`src/rtl/img_ram_read_arbiter_pkg.sv`:
```
// Shared image-RAM types and constants for the draw, scan-out and read-arbiter blocks.
package img_ram_pkg;

  localparam int IMG_AW = 18;
  localparam int IMG_DW = 8;

  // Image header layout: 16-bit width and height, little-endian, then pixels.
  localparam logic [IMG_AW-1:0] HDR_WIDTH_LO  = 18'h00;
  localparam logic [IMG_AW-1:0] HDR_WIDTH_HI  = 18'h01;
  localparam logic [IMG_AW-1:0] HDR_HEIGHT_LO = 18'h02;
  localparam logic [IMG_AW-1:0] HDR_HEIGHT_HI = 18'h03;
  localparam logic [IMG_AW-1:0] PIX_BASE      = 18'h10;

  typedef enum logic [1:0] {
    OWN_NONE = 2'd0,
    OWN_DISP = 2'd1,
    OWN_SEC  = 2'd2
  } owner_t;

endpackage

```
`src/rtl/img_ram_read_arbiter_if.sv`:
```
// Bus bundle between the two image-RAM requesters, the RAM read port and the arbiter.
interface img_ram_read_arbiter_if
  import img_ram_pkg::*;
#(
    parameter int AW = IMG_AW,
    parameter int DW = IMG_DW
);
    logic          disp_req;
    logic [AW-1:0] disp_addr;
    logic [DW-1:0] disp_rdata;
    logic          disp_rvalid;
    logic          disp_miss;

    logic          sec_req;
    logic [AW-1:0] sec_addr;
    logic          sec_gnt;
    logic [DW-1:0] sec_rdata;
    logic          sec_rvalid;

    logic [15:0]   miss_cnt;
    logic          miss_clr;

    logic [AW-1:0] ram_rdaddress;
    logic [DW-1:0] ram_q;

    modport slave (
        input  disp_req, disp_addr, sec_req, sec_addr, miss_clr, ram_q,
        output disp_rdata, disp_rvalid, disp_miss, sec_gnt, sec_rdata, sec_rvalid,
               miss_cnt, ram_rdaddress
    );

    modport master (
        output disp_req, disp_addr, sec_req, sec_addr, miss_clr, ram_q,
        input  disp_rdata, disp_rvalid, disp_miss, sec_gnt, sec_rdata, sec_rvalid,
               miss_cnt, ram_rdaddress
    );
endinterface

```
`src/rtl/img_ram_read_arbiter_rd_tag_pipe.sv`:
```
// Owner-tag delay line: tracks who issued each RAM read until its data returns.
module rd_tag_pipe
  import img_ram_pkg::*;
#(
    parameter int unsigned DEPTH = 2
) (
    input  logic   clk,
    input  logic   rst,
    input  owner_t i_tag,
    output owner_t o_tag
);
    owner_t r_pipe [DEPTH];

    always_ff @(posedge clk or posedge rst) begin
        if (rst) begin
            for (int unsigned i = 0; i < DEPTH; i++) r_pipe[i] <= OWN_NONE;
        end else begin
            r_pipe[0] <= i_tag;
            for (int unsigned i = 1; i < DEPTH; i++) r_pipe[i] <= r_pipe[i-1];
        end
    end

    assign o_tag = r_pipe[DEPTH-1];
endmodule

```
`src/rtl/img_ram_read_arbiter.sv`:
```
// Image-RAM read port arbiter: display has priority, secondary master gets idle
// slots and, after MAX_WAIT stalled cycles, steals one display slot.
module img_ram_read_arbiter
  import img_ram_pkg::*;
#(
    parameter int AW       = IMG_AW,
    parameter int DW       = IMG_DW,
    parameter int RD_LAT   = 1,
    parameter int MAX_WAIT = 64
) (
    input logic             clk,
    input logic             rst,
    img_ram_read_arbiter_if.slave bus
);
    localparam int            WW   = (MAX_WAIT > 0) ? $clog2(MAX_WAIT + 1) : 1;
    localparam logic [WW-1:0] WMAX = WW'(MAX_WAIT);

    logic [WW-1:0] r_wait_cnt;
    logic [AW-1:0] r_rdaddr;
    logic [DW-1:0] r_disp_rdata;
    logic [DW-1:0] r_sec_rdata;
    logic          r_disp_rvalid;
    logic          r_sec_rvalid;
    logic [15:0]   r_miss_cnt;

    owner_t w_sel;
    owner_t w_tag_out;
    logic   w_force;
    logic   w_miss;
    logic   w_gnt;

    // Grants are gated by reset so a request held through reset is re-arbitrated.
    always_comb begin
        w_force = 1'b0;
        w_sel   = OWN_NONE;
        if (!rst) begin
            w_force = bus.sec_req && (MAX_WAIT != 0) && (r_wait_cnt == WMAX);
            if (w_force)           w_sel = OWN_SEC;
            else if (bus.disp_req) w_sel = OWN_DISP;
            else if (bus.sec_req)  w_sel = OWN_SEC;
        end
    end

    assign w_gnt  = (w_sel == OWN_SEC);
    assign w_miss = w_force && bus.disp_req;

    always_ff @(posedge clk or posedge rst) begin
        if (rst)                    r_rdaddr <= '0;
        else if (w_sel == OWN_DISP) r_rdaddr <= bus.disp_addr;
        else if (w_sel == OWN_SEC)  r_rdaddr <= bus.sec_addr;
    end

    always_ff @(posedge clk or posedge rst) begin
        if (rst) begin
            r_wait_cnt <= '0;
        end else if (bus.sec_req && !w_gnt) begin
            if (r_wait_cnt != WMAX) r_wait_cnt <= r_wait_cnt + 1'b1;
        end else begin
            r_wait_cnt <= '0;
        end
    end

    rd_tag_pipe #(
        .DEPTH(RD_LAT + 1)
    ) u_tag_pipe (
        .clk  (clk),
        .rst  (rst),
        .i_tag(w_sel),
        .o_tag(w_tag_out)
    );

    always_ff @(posedge clk or posedge rst) begin
        if (rst) begin
            r_disp_rdata  <= '0;
            r_sec_rdata   <= '0;
            r_disp_rvalid <= 1'b0;
            r_sec_rvalid  <= 1'b0;
        end else begin
            r_disp_rvalid <= (w_tag_out == OWN_DISP);
            r_sec_rvalid  <= (w_tag_out == OWN_SEC);
            if (w_tag_out == OWN_DISP) r_disp_rdata <= bus.ram_q;
            if (w_tag_out == OWN_SEC)  r_sec_rdata  <= bus.ram_q;
        end
    end

    always_ff @(posedge clk or posedge rst) begin
        if (rst)                                  r_miss_cnt <= '0;
        else if (bus.miss_clr)                    r_miss_cnt <= '0;
        else if (w_miss && r_miss_cnt != 16'hFFFF) r_miss_cnt <= r_miss_cnt + 16'd1;
    end

    assign bus.sec_gnt       = w_gnt;
    assign bus.disp_miss     = w_miss;
    assign bus.ram_rdaddress = r_rdaddr;
    assign bus.disp_rdata    = r_disp_rdata;
    assign bus.disp_rvalid   = r_disp_rvalid;
    assign bus.sec_rdata     = r_sec_rdata;
    assign bus.sec_rvalid    = r_sec_rvalid;
    assign bus.miss_cnt      = r_miss_cnt;
endmodule

```
`src/flat_wrapper.sv`:
```
// flat-port wrapper written by rule: the top's interface ports become plain ports
module img_ram_read_arbiter_flat import img_ram_pkg::*;
#(
    parameter int AW       = IMG_AW,
    parameter int DW       = IMG_DW,
    parameter int RD_LAT   = 1,
    parameter int MAX_WAIT = 64
)
  (clk, rst, bus_disp_req, bus_disp_addr, bus_sec_req, bus_sec_addr, bus_miss_clr, bus_ram_q, bus_disp_rdata, bus_disp_rvalid, bus_disp_miss, bus_sec_gnt, bus_sec_rdata, bus_sec_rvalid, bus_miss_cnt, bus_ram_rdaddress);
  img_ram_read_arbiter_if #(.AW(AW), .DW(DW)) bus_i ();
  input logic clk;
  input logic rst;
  input wire logic [$bits(bus_i.disp_req)-1:0] bus_disp_req;
  input wire logic [$bits(bus_i.disp_addr)-1:0] bus_disp_addr;
  input wire logic [$bits(bus_i.sec_req)-1:0] bus_sec_req;
  input wire logic [$bits(bus_i.sec_addr)-1:0] bus_sec_addr;
  input wire logic [$bits(bus_i.miss_clr)-1:0] bus_miss_clr;
  input wire logic [$bits(bus_i.ram_q)-1:0] bus_ram_q;
  output wire logic [$bits(bus_i.disp_rdata)-1:0] bus_disp_rdata;
  output wire logic [$bits(bus_i.disp_rvalid)-1:0] bus_disp_rvalid;
  output wire logic [$bits(bus_i.disp_miss)-1:0] bus_disp_miss;
  output wire logic [$bits(bus_i.sec_gnt)-1:0] bus_sec_gnt;
  output wire logic [$bits(bus_i.sec_rdata)-1:0] bus_sec_rdata;
  output wire logic [$bits(bus_i.sec_rvalid)-1:0] bus_sec_rvalid;
  output wire logic [$bits(bus_i.miss_cnt)-1:0] bus_miss_cnt;
  output wire logic [$bits(bus_i.ram_rdaddress)-1:0] bus_ram_rdaddress;
  assign bus_i.disp_req = bus_disp_req;
  assign bus_i.disp_addr = bus_disp_addr;
  assign bus_i.sec_req = bus_sec_req;
  assign bus_i.sec_addr = bus_sec_addr;
  assign bus_i.miss_clr = bus_miss_clr;
  assign bus_i.ram_q = bus_ram_q;
  assign bus_disp_rdata = bus_i.disp_rdata;
  assign bus_disp_rvalid = bus_i.disp_rvalid;
  assign bus_disp_miss = bus_i.disp_miss;
  assign bus_sec_gnt = bus_i.sec_gnt;
  assign bus_sec_rdata = bus_i.sec_rdata;
  assign bus_sec_rvalid = bus_i.sec_rvalid;
  assign bus_miss_cnt = bus_i.miss_cnt;
  assign bus_ram_rdaddress = bus_i.ram_rdaddress;
  img_ram_read_arbiter #(.AW(AW), .DW(DW), .RD_LAT(RD_LAT), .MAX_WAIT(MAX_WAIT)) u_core (.clk(clk), .rst(rst), .bus(bus_i));
endmodule
```
`config.mk`:
```
export PLATFORM = sky130hd
export DESIGN_NAME = img_ram_read_arbiter_flat
export DESIGN_NICKNAME = d
export VERILOG_FILES = /design/src/rtl/img_ram_read_arbiter_pkg.sv /design/src/rtl/img_ram_read_arbiter_if.sv /design/src/rtl/img_ram_read_arbiter_rd_tag_pipe.sv /design/src/rtl/img_ram_read_arbiter.sv /design/src/flat_wrapper.sv
export SDC_FILE = /design/constraint.sdc
export NUM_CORES = 1
export LEC_CHECK = 0
export CAP_MARGIN = 20
export CORE_UTILIZATION = 30
export CTS_CLUSTER_SIZE = 10
export DETAILED_ROUTE_END_ITERATION = 8
export MAX_ROUTING_LAYER = met4
export PLACE_DENSITY = 0.68
export SETUP_SLACK_MARGIN = 0.2
export SYNTH_ARGS = -nofsm -noshare
export SYNTH_HDL_FRONTEND = slang
export SYNTH_SLANG_ARGS = --single-unit
```
`constraint.sdc`:
```
create_clock -name clk -period 3.8 [get_ports clk]
set_clock_uncertainty 0.2 [all_clocks]
set_input_delay 0.76 -clock clk [delete_from_list [all_inputs] [get_ports clk]]
set_output_delay 0.76 -clock clk [all_outputs]
set_load 0.02 [all_outputs]
```
-- Word level (Yosys, flattened, before mapping)
Cells that the tools add are included.
- $add $sub $neg: 2
- eq/ne operators: 8
- mux-type cells: 11
- reduce and logical (&&, ||, !) cells: 7
- operator list (cell ; count):
    $mux 18 ; 2
    $mux 16 ; 2
    $add 16x1->16 const B ; 1
    $ne 16x16->1 const B ; 1
    $mux 7 ; 2
    $mux 2 ; 4
    $add 7x1->7 const B ; 1
    $eq 7x7->1 const B ; 1
    $ne 7x7->1 const B ; 1
    $eq 2x1->1 const B ; 2
    $eq 2x2->1 const B ; 2
    $logic_and 1x1->1 ; 4
    $reduce_bool 2->1 ; 2
    $ne 2x2->1 const B ; 1
    $logic_not 1->1 ; 1
    $mux 1 ; 1
- flip-flop bits (word level): 63
- bits of input ports: 49
- output and inout port bits: 54
- word-level logic and storage cells: 37

-- Logic depth before layout (Yosys ltp)
Gate-level depths: netlist (run 1).
- depth in word-level cells: 8
- mapped depth: 11
- mapped depth without buffers: 9

-- Cells and area by module
From an unflattened synthesis (run 1), not the netlist that was laid out.
- cells, all modules: 271
- area total of the unflattened synthesis: 2980.4 µm²
- by module, submodules not included (module ; instances ; cells each ; area each (µm²) ; sequential area each (µm²)):
    img_ram_read_arbiter ; 1 ; 264 ; 2861.5 ; 1476.4
    rd_tag_pipe ; 1 ; 7 ; 118.9 ; 100.1

-- Worst setup path after synthesis (run 1)
No wires, ideal clock.
- kind: input-to-output
- start: input rst
- end: output bus_sec_gnt
- arrival time: 2.715 ns
- data required time: 2.840 ns
- slack: 0.125 ns
- cell stages on the path: 4
- buffers on the path: 0
- path through: inv_1 > nand3_1 > inv_1 > ha_1
- word-level cells in the longest chain between the ends: 2
- ends and longest elaborated chain (item ; line ; RTL):
    start, declared ; flat_wrapper.sv:12 ; input logic rst;
    $mux 2 ; img_ram_read_arbiter.sv:36 ; if (!rst) begin
    net u_core.u_tag_pipe.i_tag[1] ; img_ram_read_arbiter_rd_tag_pipe.sv:9 ; input owner_t i_tag,
    $eq 2x2->1 ; img_ram_read_arbiter.sv:44 ; assign w_gnt = (w_sel == OWN_SEC);
    end, declared ; flat_wrapper.sv:22 ; output wire logic [$bits(bus_i.sec_gnt)-1:0] bus_sec_gnt;
The timed path passes the listed nets, and every way through them passes these cells.

-- Worst setup path after layout (run 1)
- start: register u_core.r_wait_cnt[2]
- end: output bus_sec_gnt
- word-level cells in the longest chain between the ends: 5
- ends and longest elaborated chain (item ; line ; RTL):
    start, declared ; img_ram_read_arbiter.sv:18 ; logic [WW-1:0] r_wait_cnt;
    start signal, assigned ; img_ram_read_arbiter.sv:57 ; if (r_wait_cnt != WMAX) r_wait_cnt <= r_wait_cnt + 1'b1;
    $eq 7x7->1 ; img_ram_read_arbiter.sv:37 ; w_force = bus.sec_req && (MAX_WAIT != 0) && (r_wait_cnt == WMAX);
    $logic_and 1x1->1 ; img_ram_read_arbiter.sv:37 ;
    $mux 2 ; img_ram_read_arbiter.sv:38 ; if (w_force) w_sel = OWN_SEC;
    $mux 2 ; img_ram_read_arbiter.sv:36 ;
    $eq 2x2->1 ; img_ram_read_arbiter.sv:44 ;
Every way passes these cells.

==> impl_metrics.toml, run 1 <==
[logic_synthesis]
yosysMostFrequentCell = "dfrtp_1"
synth.largest_area_cell = "dfrtp_1"
syn_area_per_cell_um2 = 10.9
synth_ff_type = "dfrtp_1"
yosys_warnings = 0
ys_top_cells_by_count = "dfrtp_1 (63), nand2_1 (28), nor2_1 (21), mux2i_1 (20), o21ai_0 (19)"
synth_area_um2 = 2890
netlist_instances = 265
synth-edff-count = 0
ys_ff_latch = 63
synth_top_area_share_pct = 54.5
synth.area.top_cells = "dfrtp_1 (54%), mux2i_1 (6.9%), mux2_2 (6.6%)"
seq_area_frac_synth_pct = 54.5
yosys.cell_types.count = 36
async_flop_share_pct = 100
syn_nets = 319

[placed_design]
dp_cells = 487
dpl.hpwl_um = 4630
dpl_cell_area_um2 = 4040
gp_congestion = 0.791
numPortBuffers = 102

[cells_and_area]
stdcell_count = 503
final.fill_count = 905
drive_gt1_share_pct = 11.5
final_area_um2 = 4260
n_antenna_cell = 0
syn2layout_area_growth_pct = 47.4
fin_nets = 423

[power]
total_leakage_power_nw = 1.75
peakVddDrop_mv = 0.222
powerDensity_nw_per_um2 = 432

[detailed_routing]
drtAntennaViolNets = 0
wl_per_cell_um = 12.8
first_pass_iters = 6
vias_per_cell = 4.56
routed_wl_um = 6460
drc_errors = 0
initialDrtViolationCount = 81
dr_total_vias = 2294

[timing]
hold_violations = 0
finalMaxSlewViolations = 0
fin_tns_setup_ns = 0
fin_crit_ns = 3.39
grt_setup_unrepaired = "false"
relSlewSlack_pct = 41.0
tightest_slew_ns = 0.885
finalSetupViolations = 0
period_share_pct = 89.3
fmax_mhz = 295

[clocking]
post_cts_resized = 0
cts_setup_buffers = 0
cts_buffers = 9
cts_hold_buf = 0
tritoncts = "yes"
clk_pin_slew_ns = 0.07
clockBufferDepth = 2
clkLatencyLatePin_ns = 0.33
cts_sinks = 63
cts_root_buf = "clkbuf_8"
htree_levels = 3

[floorplan]
num_io_pins = 103
die_h_um = 100
dieArea_um2 = 10000
die_w_um = 100
core-area_um2 = 9280
start_util_pct = 31.2
rows = 35

[global_routing]
grt_pass1_vias = 2264
track_usage_pct = 14.0
grt_pass1_wl_um = 10700
grt_antenna_before_repair = 0
overflow = 0
grt_max_degree = 64

[setup_path]
path_max_fanout = 6
worst_ep_arrival_time_ns = 2.43
end_kind = "primary output"
crit_buf_inv = 1
slowest_delay_ns = 0.60
worstPathRequired_ns = 2.84
startpoint_type = "flop"
crit_chain = "nor4_2, nand3_1, o21ai_0, ha_1, clkdlybuf4s50_1"
worstSetupPathType = "reg2out"
cp_top_family = "buffers and inverters"
crit_slowest_cell = "clkdlybuf4s50_1"

[min_path]
hp-class = "reg2reg"

[job]
drv_cap = 0

[run_status]
run_status = "completed"
## logic make-up (layout without fill, tap and decap cells)
family                   after synthesis  count (layout)  synth area share [%]
AO/OA/AOI/OAI                         40              40                  7.87
flip-flops                            63              63                  54.5
AND/OR/NAND/NOR                       88              88                  15.2
buffers and inverters                 21             130                  3.16
adder cells (fa/ha/maj)                5               5                  2.16
XOR/XNOR                              10              10                  3.03
multiplexers                          38              38                  14.1
## metal layers
| metal | GRT usage, % | vias up | wire, um |
|---|---|---|---|
| met4 | 4.68 | 0 | 70 |
| met2 | 22.9 | 62 | 3200 |
| met1 | 16.8 | 1096 | 2930 |
| met5 | - | - | 0 |
| met3 | 3.41 | 7 | 255 |
| li1 | - | 1129 | - |
## registers in the layout (all words and copies together) (netlist names)
signal                    flops
u_core.bus.disp_rdata         8
u_core.bus.disp_rvalid        1
u_core.bus.miss_cnt          16
u_core.bus.ram_rdaddress     18
u_core.bus.sec_rdata          8
u_core.bus.sec_rvalid         1
u_core.r_wait_cnt             7
u_core.u_tag_pipe.o_tag       2
u_core.u_tag_pipe.r_pipe      2
## path summary, 6_finish.rpt
path | start | endpoint | slack [ns] | depth (start not counted)
max | u_core.r_wait_cnt[2] | bus_sec_gnt | 0.41 | 5
min | u_core.u_tag_pipe.r_pipe[2] | u_core.u_tag_pipe.o_tag[0] | 0.16 | 0
max reg2reg | u_core.r_wait_cnt[2] | u_core.bus.ram_rdaddress[5] | 1.15 | 5
min reg2reg | u_core.u_tag_pipe.r_pipe[2] | u_core.u_tag_pipe.o_tag[0] | 0.16 | 0
max in group asynchronous | rst | u_core.bus.sec_rdata[4] | 2.02 | 3
min in group asynchronous | rst | u_core.bus.ram_rdaddress[17] | 0.86 | 3
## stage by stage
| step | hold slack (ns) | worst slack (ns) | power [mW] | util [%] |
|---|---|---|---|---|
| floorplan | 0.131 | 0.331 | 0.989 | - |
| global placement | 0.140 | 0.505 | 1.21 | 43.6 |
| detailed placement | 0.140 | 0.450 | 1.21 | 43.6 |
| CTS | 0.156 | 0.361 | 1.87 | 45.9 |
| global route | 0.173 | 0.205 | 1.93 | 45.9 |
| finish | 0.157 | 0.408 | 1.84 | 45.9 |
## cell usage in the layout (no fill, tap or decap), types with 4 or more instances in the layout
cell type / n
a21oi_1: 9
clkbuf_8: 9
clkdlybuf4s50_1: 102
clkinvlp_4: 4
dfrtp_1: 63
ha_1: 5
inv_1: 8
mux2_2: 17
mux2i_1: 20
nand2_1: 28
nand3_1: 11
nand4_1: 4
nor2_1: 21
o21ai_0: 19
o21ai_1: 6
or3_1: 6
xor2_1: 7
## report_power, final
group / internal, mW / switching (mW) / leakage, nW / total, mW
Combinational: 0.218 / 0.194 / 0.836 / 0.412
Sequential: 0.745 / 0.0389 / 0.808 / 0.784
Clock: 0.370 / 0.275 / 0.102 / 0.645
Total: 1.33 / 0.508 / 1.75 / 1.84
## final cells by class
class	count	area, um2	share of cell area [%]
clock buffers	9	124	2.90
clock inverters	7	96.3	2.26
inverters	9	37.5	0.880
multi-input cells	181	1220	28.7
flip-flops and latches	63	1580	37.0
well taps	129	161	3.79
repair buffers	105	1040	24.5
Power figures use the tool's default switching activity.
==> run 2, diff against run 1 <==
CAP_MARGIN = 10   (was 20)
==> results of run 2 <==
The final DEF is identical to that of run 1; final timing and power are the same.
==> run 3, diff against run 2 <==
CAP_MARGIN = unset   (was 10)
==> results of run 3 <==
The final DEF is identical to that of run 1; final timing and power are the same.
